`src/rtl/dmem_run_sequencer.sv`:
```
// dmem_run_sequencer
// Arbitrates the single D-memory port between the host loader and the
// pipelined CPU, launches CPU runs with a one-cycle start pulse and bounds
// each run with a saturating watchdog.
// Optional feature macro: DMEM_RUN_SEQ_PERF_EN adds perf_cycles/perf_wr
// run statistics; when undefined those ports and counters are absent.
module dmem_run_sequencer #(
    parameter int          AW        = 8,
    parameter int          DW        = 16,
    parameter int unsigned RUN_LIMIT = 200
) (
    input  logic          clk,
    input  logic          rst_n,
    input  logic          host_req,
    input  logic          host_we,
    input  logic [AW-1:0] host_addr,
    input  logic [DW-1:0] host_wdata,
    output logic          host_ack,
    output logic [DW-1:0] host_rdata,
    input  logic          host_go,
    input  logic          host_halt,
    input  logic [AW-1:0] cpu_addr,
    input  logic          cpu_we,
    input  logic [DW-1:0] cpu_wdata,
    output logic [DW-1:0] cpu_rdata,
    output logic          cpu_enable,
    output logic          cpu_start,
    output logic [AW-1:0] mem_addr,
    output logic          mem_we,
    output logic [DW-1:0] mem_wdata,
    input  logic [DW-1:0] mem_rdata,
    output logic [1:0]    state,
    output logic          timeout
`ifdef DMEM_RUN_SEQ_PERF_EN
    ,
    output logic [15:0]   perf_cycles,
    output logic [15:0]   perf_wr
`endif
);

    typedef enum logic [1:0] {
        S_LOAD  = 2'b00,
        S_START = 2'b01,
        S_RUN   = 2'b10,
        S_DONE  = 2'b11
    } state_t;

    // Last watchdog value of a run; a limit of 0 means the watchdog never fires.
    localparam logic [15:0] LIMIT_M1 = (RUN_LIMIT == 0) ? 16'd0 : 16'(RUN_LIMIT - 1);

    state_t        r_state;
    logic          r_hostAck;
    logic [DW-1:0] r_hostRdata;
    logic          r_cpuEnable;
    logic          r_cpuStart;
    logic          r_timeout;
    logic [15:0]   r_wdog;

    logic w_hostOwns;
    logic w_hostAccess;
    logic w_goOk;
    logic w_expire;

    // Host owns memory in LOAD/DONE; an access starts only when no ack is showing,
    // and a run is launched only once no host access is in progress.
    always_comb begin
        w_hostOwns   = (r_state == S_LOAD) || (r_state == S_DONE);
        w_hostAccess = w_hostOwns && host_req && !r_hostAck;
        w_goOk       = host_go && !w_hostAccess && !r_hostAck;
        w_expire     = (RUN_LIMIT != 0) && (r_wdog == LIMIT_M1);
    end

    // Memory port mux: host side while it owns the port, CPU side otherwise.
    always_comb begin
        if (w_hostOwns) begin
            mem_addr  = host_addr;
            mem_we    = host_req && host_we && !r_hostAck;
            mem_wdata = host_wdata;
        end else begin
            mem_addr  = cpu_addr;
            mem_we    = cpu_we;
            mem_wdata = cpu_wdata;
        end
    end

    assign cpu_rdata  = mem_rdata;
    assign host_ack   = r_hostAck;
    assign host_rdata = r_hostRdata;
    assign cpu_enable = r_cpuEnable;
    assign cpu_start  = r_cpuStart;
    assign state      = r_state;
    assign timeout    = r_timeout;

    // Run sequencer: host handshake, run launch, watchdog and halt handling.
    always_ff @(posedge clk) begin
        if (!rst_n) begin
            r_state     <= S_LOAD;
            r_hostAck   <= 1'b0;
            r_hostRdata <= '0;
            r_cpuEnable <= 1'b0;
            r_cpuStart  <= 1'b0;
            r_timeout   <= 1'b0;
            r_wdog      <= 16'd0;
        end else begin
            r_hostAck  <= w_hostAccess;
            r_cpuStart <= 1'b0;
            if (w_hostAccess) begin
                r_hostRdata <= host_we ? host_wdata : mem_rdata;
            end
            case (r_state)
                S_LOAD, S_DONE: begin
                    if (w_goOk) begin
                        r_state     <= S_START;
                        r_cpuEnable <= 1'b1;
                        r_cpuStart  <= 1'b1;
                    end else begin
                        r_cpuEnable <= 1'b0;
                    end
                end
                S_START: begin
                    r_timeout   <= 1'b0;
                    r_wdog      <= 16'd0;
                    r_cpuEnable <= 1'b1;
                    r_state     <= S_RUN;
                end
                S_RUN: begin
                    if (r_wdog != 16'hFFFF) begin
                        r_wdog <= r_wdog + 16'd1;
                    end
                    if (w_expire) begin
                        r_state     <= S_DONE;
                        r_timeout   <= 1'b1;
                        r_cpuEnable <= 1'b0;
                    end else if (host_halt) begin
                        r_state     <= S_DONE;
                        r_cpuEnable <= 1'b0;
                    end else begin
                        r_cpuEnable <= 1'b1;
                    end
                end
                default: begin
                    r_state     <= S_LOAD;
                    r_cpuEnable <= 1'b0;
                end
            endcase
        end
    end

`ifdef DMEM_RUN_SEQ_PERF_EN
    logic [15:0] r_perfCycles;
    logic [15:0] r_perfWr;

    // Run statistics: cleared at launch, counted during RUN, saturating, held otherwise.
    always_ff @(posedge clk) begin
        if (!rst_n) begin
            r_perfCycles <= 16'd0;
            r_perfWr     <= 16'd0;
        end else if (r_state == S_START) begin
            r_perfCycles <= 16'd0;
            r_perfWr     <= 16'd0;
        end else if (r_state == S_RUN) begin
            if (r_perfCycles != 16'hFFFF) begin
                r_perfCycles <= r_perfCycles + 16'd1;
            end
            if (cpu_we && (r_perfWr != 16'hFFFF)) begin
                r_perfWr <= r_perfWr + 16'd1;
            end
        end
    end

    assign perf_cycles = r_perfCycles;
    assign perf_wr     = r_perfWr;
`endif

endmodule

```
`config.mk`:
```
export PLATFORM = sky130hd
export DESIGN_NAME = dmem_run_sequencer
export DESIGN_NICKNAME = d
export VERILOG_FILES = /design/src/rtl/dmem_run_sequencer.sv
export SDC_FILE = /design/constraint.sdc
export NUM_CORES = 1
export LEC_CHECK = 0
export CORE_MARGIN = 2
export CORE_UTILIZATION = 26
export DETAILED_ROUTE_END_ITERATION = 8
export GPL_ROUTABILITY_DRIVEN = 0
export HOLD_SLACK_MARGIN = 0.08
export SLEW_MARGIN = 40
export SYNTH_ARGS = -nofsm -noshare
export SYNTH_HDL_FRONTEND = slang
export SYNTH_SLANG_ARGS = --single-unit
```
`constraint.sdc`:
```
create_clock -name clk -period 2.7 [get_ports clk]
set_clock_uncertainty 0.15 [all_clocks]
set_input_delay 0.54 -clock clk [delete_from_list [all_inputs] [get_ports clk]]
set_output_delay 0.54 -clock clk [all_outputs]
set_load 0.01 [all_outputs]
```
---- Yosys cells after proc, flatten, opt, wreduce, memory -nomap -nowiden ----
Cells that the tools add are included.
operators by class
  reduce and logical (&&, ||, !) cells .... 16
  muxes and demuxes ....................... 16
  eq/ne operators ......................... 9
  $add $sub $neg .......................... 1
operators with widths
  operator               count
  $mux 16                3
  $pmux 16 s2            1
  $add 16x1->16 const B  1
  $eq 16x8->1 const B    1
  $ne 16x16->1 const B   1
  $mux 8                 1
  $reduce_and 2->1       4
  $logic_and 1x1->1      6
  $mux 2                 3
  $ne 2x2->1 const B     3
  $pmux 2 s3             1
  $mux 1                 5
  $eq 2x2->1 const B     2
  $ne 3x3->1 const B     1
  $pmux 1 s3             1
  $eq 2x1->1 const B     1
  $logic_not 1->1        2
  $logic_not 2->1        1
  $pmux 1 s2             1
  $reduce_bool 2->1      1
  $reduce_or 2->1        1
  $logic_or 1x1->1       1
word-level totals
  register bits after elaboration ......... 38
  output and inout port bits .............. 63
  bits of input ports ..................... 71
  word-level logic and storage cells ...... 49

---- Logic depth before layout (Yosys ltp) ----
  depth in word-level cells ............... 9
  depth in mapped cells ................... 7

---- Worst setup path after synthesis ----
No wires, ideal clock.
  kind .................................... register to output
  start ................................... register r_state[0], in the netlist state[0]
  end ..................................... output port mem_we
  stages on the path, launching flop included .. 8
  path buffers ............................ 2
  path slack .............................. 0.384 ns
  arrival ................................. 1.626 ns
  cells stage by stage .................... dfxtp_1 > inv_1 > ha_1 > and3b_1 > clkbuf_1 > clkbuf_1 > nand2_1 > o21ai_0
between the ends
  word-level cells in the longest chain between the ends .. 3
RTL lines
  element                                               RTL line  RTL
  from (decl)                                           51        state_t r_state;
  from (signal assigned)                                97        r_state <= S_LOAD;
  from (signal assigned)                                113       r_state <= S_START;
  from (signal assigned)                                124       r_state <= S_RUN;
  $eq 2x2->1 / $logic_not 2->1 (equally long branches)  67        w_hostOwns = (r_state == S_LOAD) || (r_state == S_DONE);
  $logic_or 1x1->1 (*)                                  67
  $mux 1 (*)                                            75        if (w_hostOwns) begin
  to (decl)                                             29        output logic mem_we,
Every way passes the cells marked *; elsewhere a longest branch is shown, timed or not.

---- Worst setup path after layout ----
  start ................................... register r_state[0], in the netlist state[0]
  end ..................................... output port mem_wdata[3]
between the ends
  word-level cells in the longest chain between the ends .. 3
RTL lines
  element                                               RTL line  RTL
  $eq 2x2->1 / $logic_not 2->1 (equally long branches)  67
  $logic_or 1x1->1 (*)                                  67
  $mux 16 (*)                                           75
  to (decl)                                             30        output logic [DW-1:0] mem_wdata,
Marks and branches as above.

==> flow_summary.yaml <==
status:
  run_status: "finished clean"
clock_tree:
  cts_tree: "yes"
  post_cts.repair.setup_buffers: 0
  clock_sink_total: 38
  cts.reportedPaths.clkPinSlew_ps: 80
  worstSkewPairLatency_ps: 290
  max-clock-path-buffers: 2
  clock-root-buffer: "clkbuf_8"
  cts.hold.buffers_added: 0
  htree_num_levels: 2
  tritoncts_buffer_count: 5
power:
  p_leak_nw: 1.59
  clockPowerShare_pct: 13.9
  p_sw_w: 0.00129
  power.sequential.fraction_pct: 21.5
  power.internal_w: 0.00222
  power_density_normalized_to_cell_area_nw_per_um2: 896
  max-vdd-ir-drop_mv: 0.568
  power.switching_fraction_pct: 36.8
  combPwrFrac_pct: 64.6
route:
  firstDrtPassIters: 4
  drcViolationCount: 0
  total_wire_length_after_detailed_routing_mm: 8.45
  routed-via-count: 2457
  drt-wirelength-per-cell_um: 17.2
  via_per_inst: 5.01
  drt_first_iter_violations: 59
  ant_nets: 0
cells_and_area:
  fin_cells: 490
  num-nets-final: 456
  drive_gt1_share_pct: 14.1
  mostFrequentLayoutCells: "clkdlybuf4s50_1, dfxtp_1, mux2_2, nor2_1, mux2i_1"
  layout.cells.most_common: "clkdlybuf4s50_1"
  antenna_cells: 0
  areaGrowthSynthToFinish_pct: 64.5
sta:
  post-route-period-util_pct: 96.3
  clock.fmax_ghz: 0.385
  period_minus_slack_ps: 2600
  drv_slew: 0
  final-setup-viol-count: 0
  rsz_0062_raised_after_global_routing: "no"
  setup_tns_ps: 0
  worst_slew_pin_slew_ps: 518
  timing_hold_violations_final: 0
  slew-limit-headroom_pct: 65.3
global_routing:
  grt.met1_usage_pct: 18.7
  vias_in_the_first_global_route: 2628
  grt_max_degree: 34
  antenna_found_initial: 0
  grt_util_all_layers_pct: 17.0
  use_met2_pct: 30.5
  use_met3_pct: 7.17
  grt_overflow_total: 0
  grt_first_pass_wirelength_mm: 13.4
  grt.busiest_layer: "met2"
floorplanning:
  number_of_ports_placed_on_the_die_boundary: 134
  fp-row-count: 34
  die_area_um2: 9950
  core_um2: 8810
  fp.dieW_um: 99.8
  die_h_um: 99.8
  effective_utilization_at_floorplan_pct: 27.1
yosys:
  synth-async-reset-ratio_pct: 0
  synth-seq-area-share_pct: 31.9
  syn_nets: 337
  synth.avg_cell_area_um2: 9.10
  syn_area_um2: 2380
  postSynthCellCount: 262
  ys_seq_elements: 38
  synth_warnings: 0
  synth.lib_cells_used.distinct: 50
  synth_enable_flop_cells: 0
  ys_dominant_reg_cell: "dfxtp_1"
setup_path:
  crit_path_start_kind: "flop"
  cp_data_required_time_ps: 2010
  timing.critical_path.to_type: "primary output"
  arrival_ps: 1910
  critical_path_peak_fanout: 8
  crit_type: "reg -> out"
place:
  io_buffer_count: 133
  hpwlAfterDp_mm: 6.63
  placedCellCount: 481
run:
  max_cap_violations: 0
hold_path:
  worst_hold_path_type: "reg -> reg"
[power by group through the flow]
stage	registers, W	clock network, W	logic (W)
final	0.000755	0.000489	0.00227
after global routing	0.000770	0.000532	0.00245
after CTS	0.000755	0.000505	0.00234
after detailed placement	0.000762	0	0.00219
after global placement	0.000754	0	0.00219
after floorplan	0.000815	0	0.00106
[synthesized netlist by cell type (all sizes together), types with 7 or more instances]
cell,n,share of area [%]
buf,24,6.9
mux2i,18,7.6
nor2,20,3.3
nand4,7,3.1
nand2,12,2.2
nand3,7,1.5
inv,8,1.3
mux2,25,12
clkbuf,10,1.6
a211oi,17,5.4
dfxtp,38,32
a21oi,10,2.1
o21ai,8,1.7
[area by class of cell]
class                      count  area [µm²]
inverter                       8        30.0
clock inverter                 3        40.0
fill                         858        4880
multi-input combinational    182        1410
timing repair buffer         146        1480
tap                          108         135
sequential                    38         761
clock buffer                   5        68.8
[critical path: stages, from the launching register on]
cell and delay [ps]:
dfxtp_1 340, inv_1 70, ha_4 310, bufbuf_16 280, mux2_2 320, dlygate4sd2_1 300
[logic make-up (layout without fill, tap and decap cells)]
family	after synthesis	count (layout)	synth area share [%]
adders and majority gates	4	4	2.10
muxes	43	43	19.4
DFF	38	38	31.9
xor gates and xnor gates	1	1	0.367
and+or+nand+nor	77	77	19.7
buffers and inverters	42	162	9.71
AOI/OAI and AO/OA	57	57	16.8
[worst paths after layout]
| check | slack [ps] | depth (start not counted) | end | start |
|---|---|---|---|---|
| worst max-delay path | 100 | 5 | mem_wdata[3] | state[0] |
| worst min-delay path | 320 | 1 | timeout | timeout |
| worst max register to register | 590 | 5 | r_wdog[4] | r_wdog[0] |
| worst min register to register | 320 | 1 | timeout | timeout |
[layer usage]
metal | up-vias | part of all wire, %
met2 | 105 | 51
li1 | 1206 | -
met1 | 1139 | 38
met5 | - | 0
met4 | 0 | 1.3
met3 | 7 | 9.8
[repair_timing]
action	in CTS	in global routing
cloned	1	0
resized for setup	17	13
endpoints found under the setup margin	25	13
[through the flow]
stage / hold slack (ps) / power, W / utilization [%] / cell area, µm² / worst slack, ps
CTS: 326 / 0.00360 / 44.2 / 3890 / 0.288
finish: 321 / 0.00351 / 44.5 / 3920 / 101
detailed placement: 307 / 0.00295 / 42.5 / 3740 / 64.1
floorplan: 335 / 0.00187 / - / 2380 / 384
global placement: 301 / 0.00295 / 42.5 / 3740 / 58.3
global route: 343 / 0.00375 / 44.5 / 3920 / 29.5
[registers in the layout, summed over array words and instances (netlist names)]
register    count
r_wdog         16
timeout         1
state           2
host_ack        1
cpu_enable      1
cpu_start       1
host_rdata     16
No activity file was read; power rests on OpenSTA's default activity.
==> patch, RTL diff (same flow settings) <==
Set the parameter `AW` to 9 (it was 8).
--- a/src/rtl/dmem_run_sequencer.sv
+++ b/src/rtl/dmem_run_sequencer.sv
@@ -5,7 +5,7 @@
 // Optional feature macro: DMEM_RUN_SEQ_PERF_EN adds perf_cycles/perf_wr
 // run statistics; when undefined those ports and counters are absent.
 module dmem_run_sequencer #(
-    parameter int          AW        = 8,
+    parameter int          AW        = 9,
     parameter int          DW        = 16,
     parameter int unsigned RUN_LIMIT = 200
 ) (
Interface: changed (resized cpu_addr, host_addr and mem_addr); port bits go from 134 to 137. The function was not compared with the original's and may differ.
==> patch against the original RTL <==
Critical path depth unchanged. Design area down 3.1%. Sequential cell count unchanged. Power down 20%. Routed wire length fell by 21%. Sequential share of layout area up 0.62 points. Global-route usage decreased by 3.0 points. Area after synthesis fell by 5.3%. Core utilization is 0.090 points lower. First-iteration DRC count up 29%. Setup slack worse by 0.036 ns. Largest cell class unchanged. Largest power group unchanged.
==> patch: results <==
{
  "min_delay_worst_endpoint": "timeout$_SDFFE_PN0P_",
  "grt_pass1_vias": 2224,
  "grt_pass1_wl_um": 10900,
  "syn-instance-count": 247,
  "number_of_antenna_diodes": 0,
  "grtUsageTotal_pct": 14.0,
  "power_leakage_nw": 1.56,
  "final_layout_size_suffix_gt1_share_pct": 13.7,
  "synthMuxAreaShare_pct": 20.0,
  "power.ir.vdd_worst_uv": 319,
  "filler_cell_count_in_the_final_layout": 835,
  "detailroute.via_count": 2250,
  "synth.distinct_cells": 48,
  "post_synth_most_frequent_cells": "dfxtp_1 (38), nor2_1 (32), mux2_2 (25)",
  "maxSlewHeadroom_pct": 57.5,
  "synth_compound_gate_area_share_pct": 14.0,
  "timing.critical_path.slowest_stage_cell": "clkdlybuf4s50_1",
  "synth.net_count": 324,
  "cells_after_dpl": 471,
  "cp_data_arrival_time_ns": 1.94,
  "post_synth_fa_ha_maj_area_fraction_pct": 2.22,
  "hold_depth": 2,
  "detail_route.iter0.violations": 76,
  "dominantRegCellSynth": "dfxtp_1",
  "io_buffers": 136,
  "drt-wirelength-per-cell_um": 14.0,
  "finish.cell_count_without_fillers": 479,
  "ff2ff_setup_slack_ns": 0.45,
  "outcome": "complete, no violations",
  "grt_start_max_net_pins": 34,
  "fraction_of_the_yosys_area_taken_by_sequential_cells_pct": 33.7,
  "number_of_antenna_violations_at_the_first_check_in_global_routing": 0,
  "r2r-end": "r_wdog[13]$_SDFFE_PN0P_",
  "placed_cell_area_um2": 3650,
  "synth_xor_xnor_area_share_pct": 2.33,
  "final_net_count": 447,
  "max_stage_delay_ns": 0.49,
  "synth_top_cells_by_area": "dfxtp_1 (34%), mux2_2 (12%), mux2i_1 (7.5%), a211oi_1 (5.3%), buf_4 (5.3%)",
  "detailed_place_hpwl_um": 5340,
  "reg2reg_depth": 6
}
## patch: cell types whose count changed in the layout (fill, tap and decap cells not counted), moves of 4 or more
cell	delta
dlygate4sd2_1	-10
nor2_1	+13
clkdlybuf4s50_1	+8
nor3_1	-4
nor4b_1	-4
o21ai_0	-7
dlymetal6s2s_1	+5
nand2b_1	-5
xor2_1	+4
## patch: what timing repair did
action | CTS | global route
resized for setup | 4 | 18
setup endpoints to repair | 26 | 18
hold buffers | 0 | 0
buffers inserted | 0 | 0
cloned | 0 | 0
## patch: area by class of cell
| cell class | instances | share of cell area, % |
|---|---|---|
| well taps | 108 | 3.55 |
| clock inverters | 1 | 0.132 |
| repair buffers | 145 | 39.1 |
| multi-input cells | 174 | 34.3 |
| inverters | 6 | 0.592 |
| clock buffers | 7 | 2.27 |
| flip-flops and latches | 38 | 20.0 |
## patch: cell families (layout without fill, tap and decap cells)
family | Yosys count | count (layout)
compound gates | 43 | 43
xor+xnor | 6 | 6
fa+ha+maj | 4 | 4
buf+inv | 35 | 159
flops | 38 | 38
mux | 42 | 42
simple gates | 79 | 79
## patch: power breakdown
part / leakage [nW] / switching, W / internal (W)
sequential: 0.311 / 0.0000679 / 0.000676
clock: 0.0482 / 0.000198 / 0.000206
combinational: 1.21 / 0.000713 / 0.000946
## patch: how the worst max path moves through the flow
stage,endpoint,cells after the start,slack [ns],from
6_report,mem_wdata[7],5,0.07,state[0]$_SDFFE_PN0P_
5_1_grt,mem_wdata[7],5,0.01,state[0]$_SDFFE_PN0P_
4_1_cts,mem_wdata[0],5,0.02,state[0]$_SDFFE_PN0P_
3_5_place_dp,mem_we,4,0.09,host_req
3_3_place_gp,mem_we,4,0.06,host_req
2_1_floorplan,mem_we,7,0.18,state[0]$_SDFFE_PN0P_
## patch: worst min-delay path: stages, from the launching register on
cell and delay (ns):
dfxtp_1 0.33, a21oi_1 0.04, nor2_1 0.07
## patch: stage by stage
stage	power, W	hold WS [ns]	worst slack, ns	utilization (%)
after detailed placement	0.00245	0.315	0.0873	42.7
after floorplan	0.00159	0.332	0.178	-
after CTS	0.00289	0.333	0.0153	43.9
final	0.00281	0.321	0.0652	44.5
after global placement	0.00245	0.315	0.0590	42.7
after global routing	0.00301	0.365	0.0109	44.5
## patch: routing by layer
layer,track usage [%],vias to the layer above,wire length (um)
li1,-,1134,-
met1,16.9,1009,2770
met2,23.5,96,3220
met3,4.96,11,593
met4,4.44,0,123
met5,0,-,0
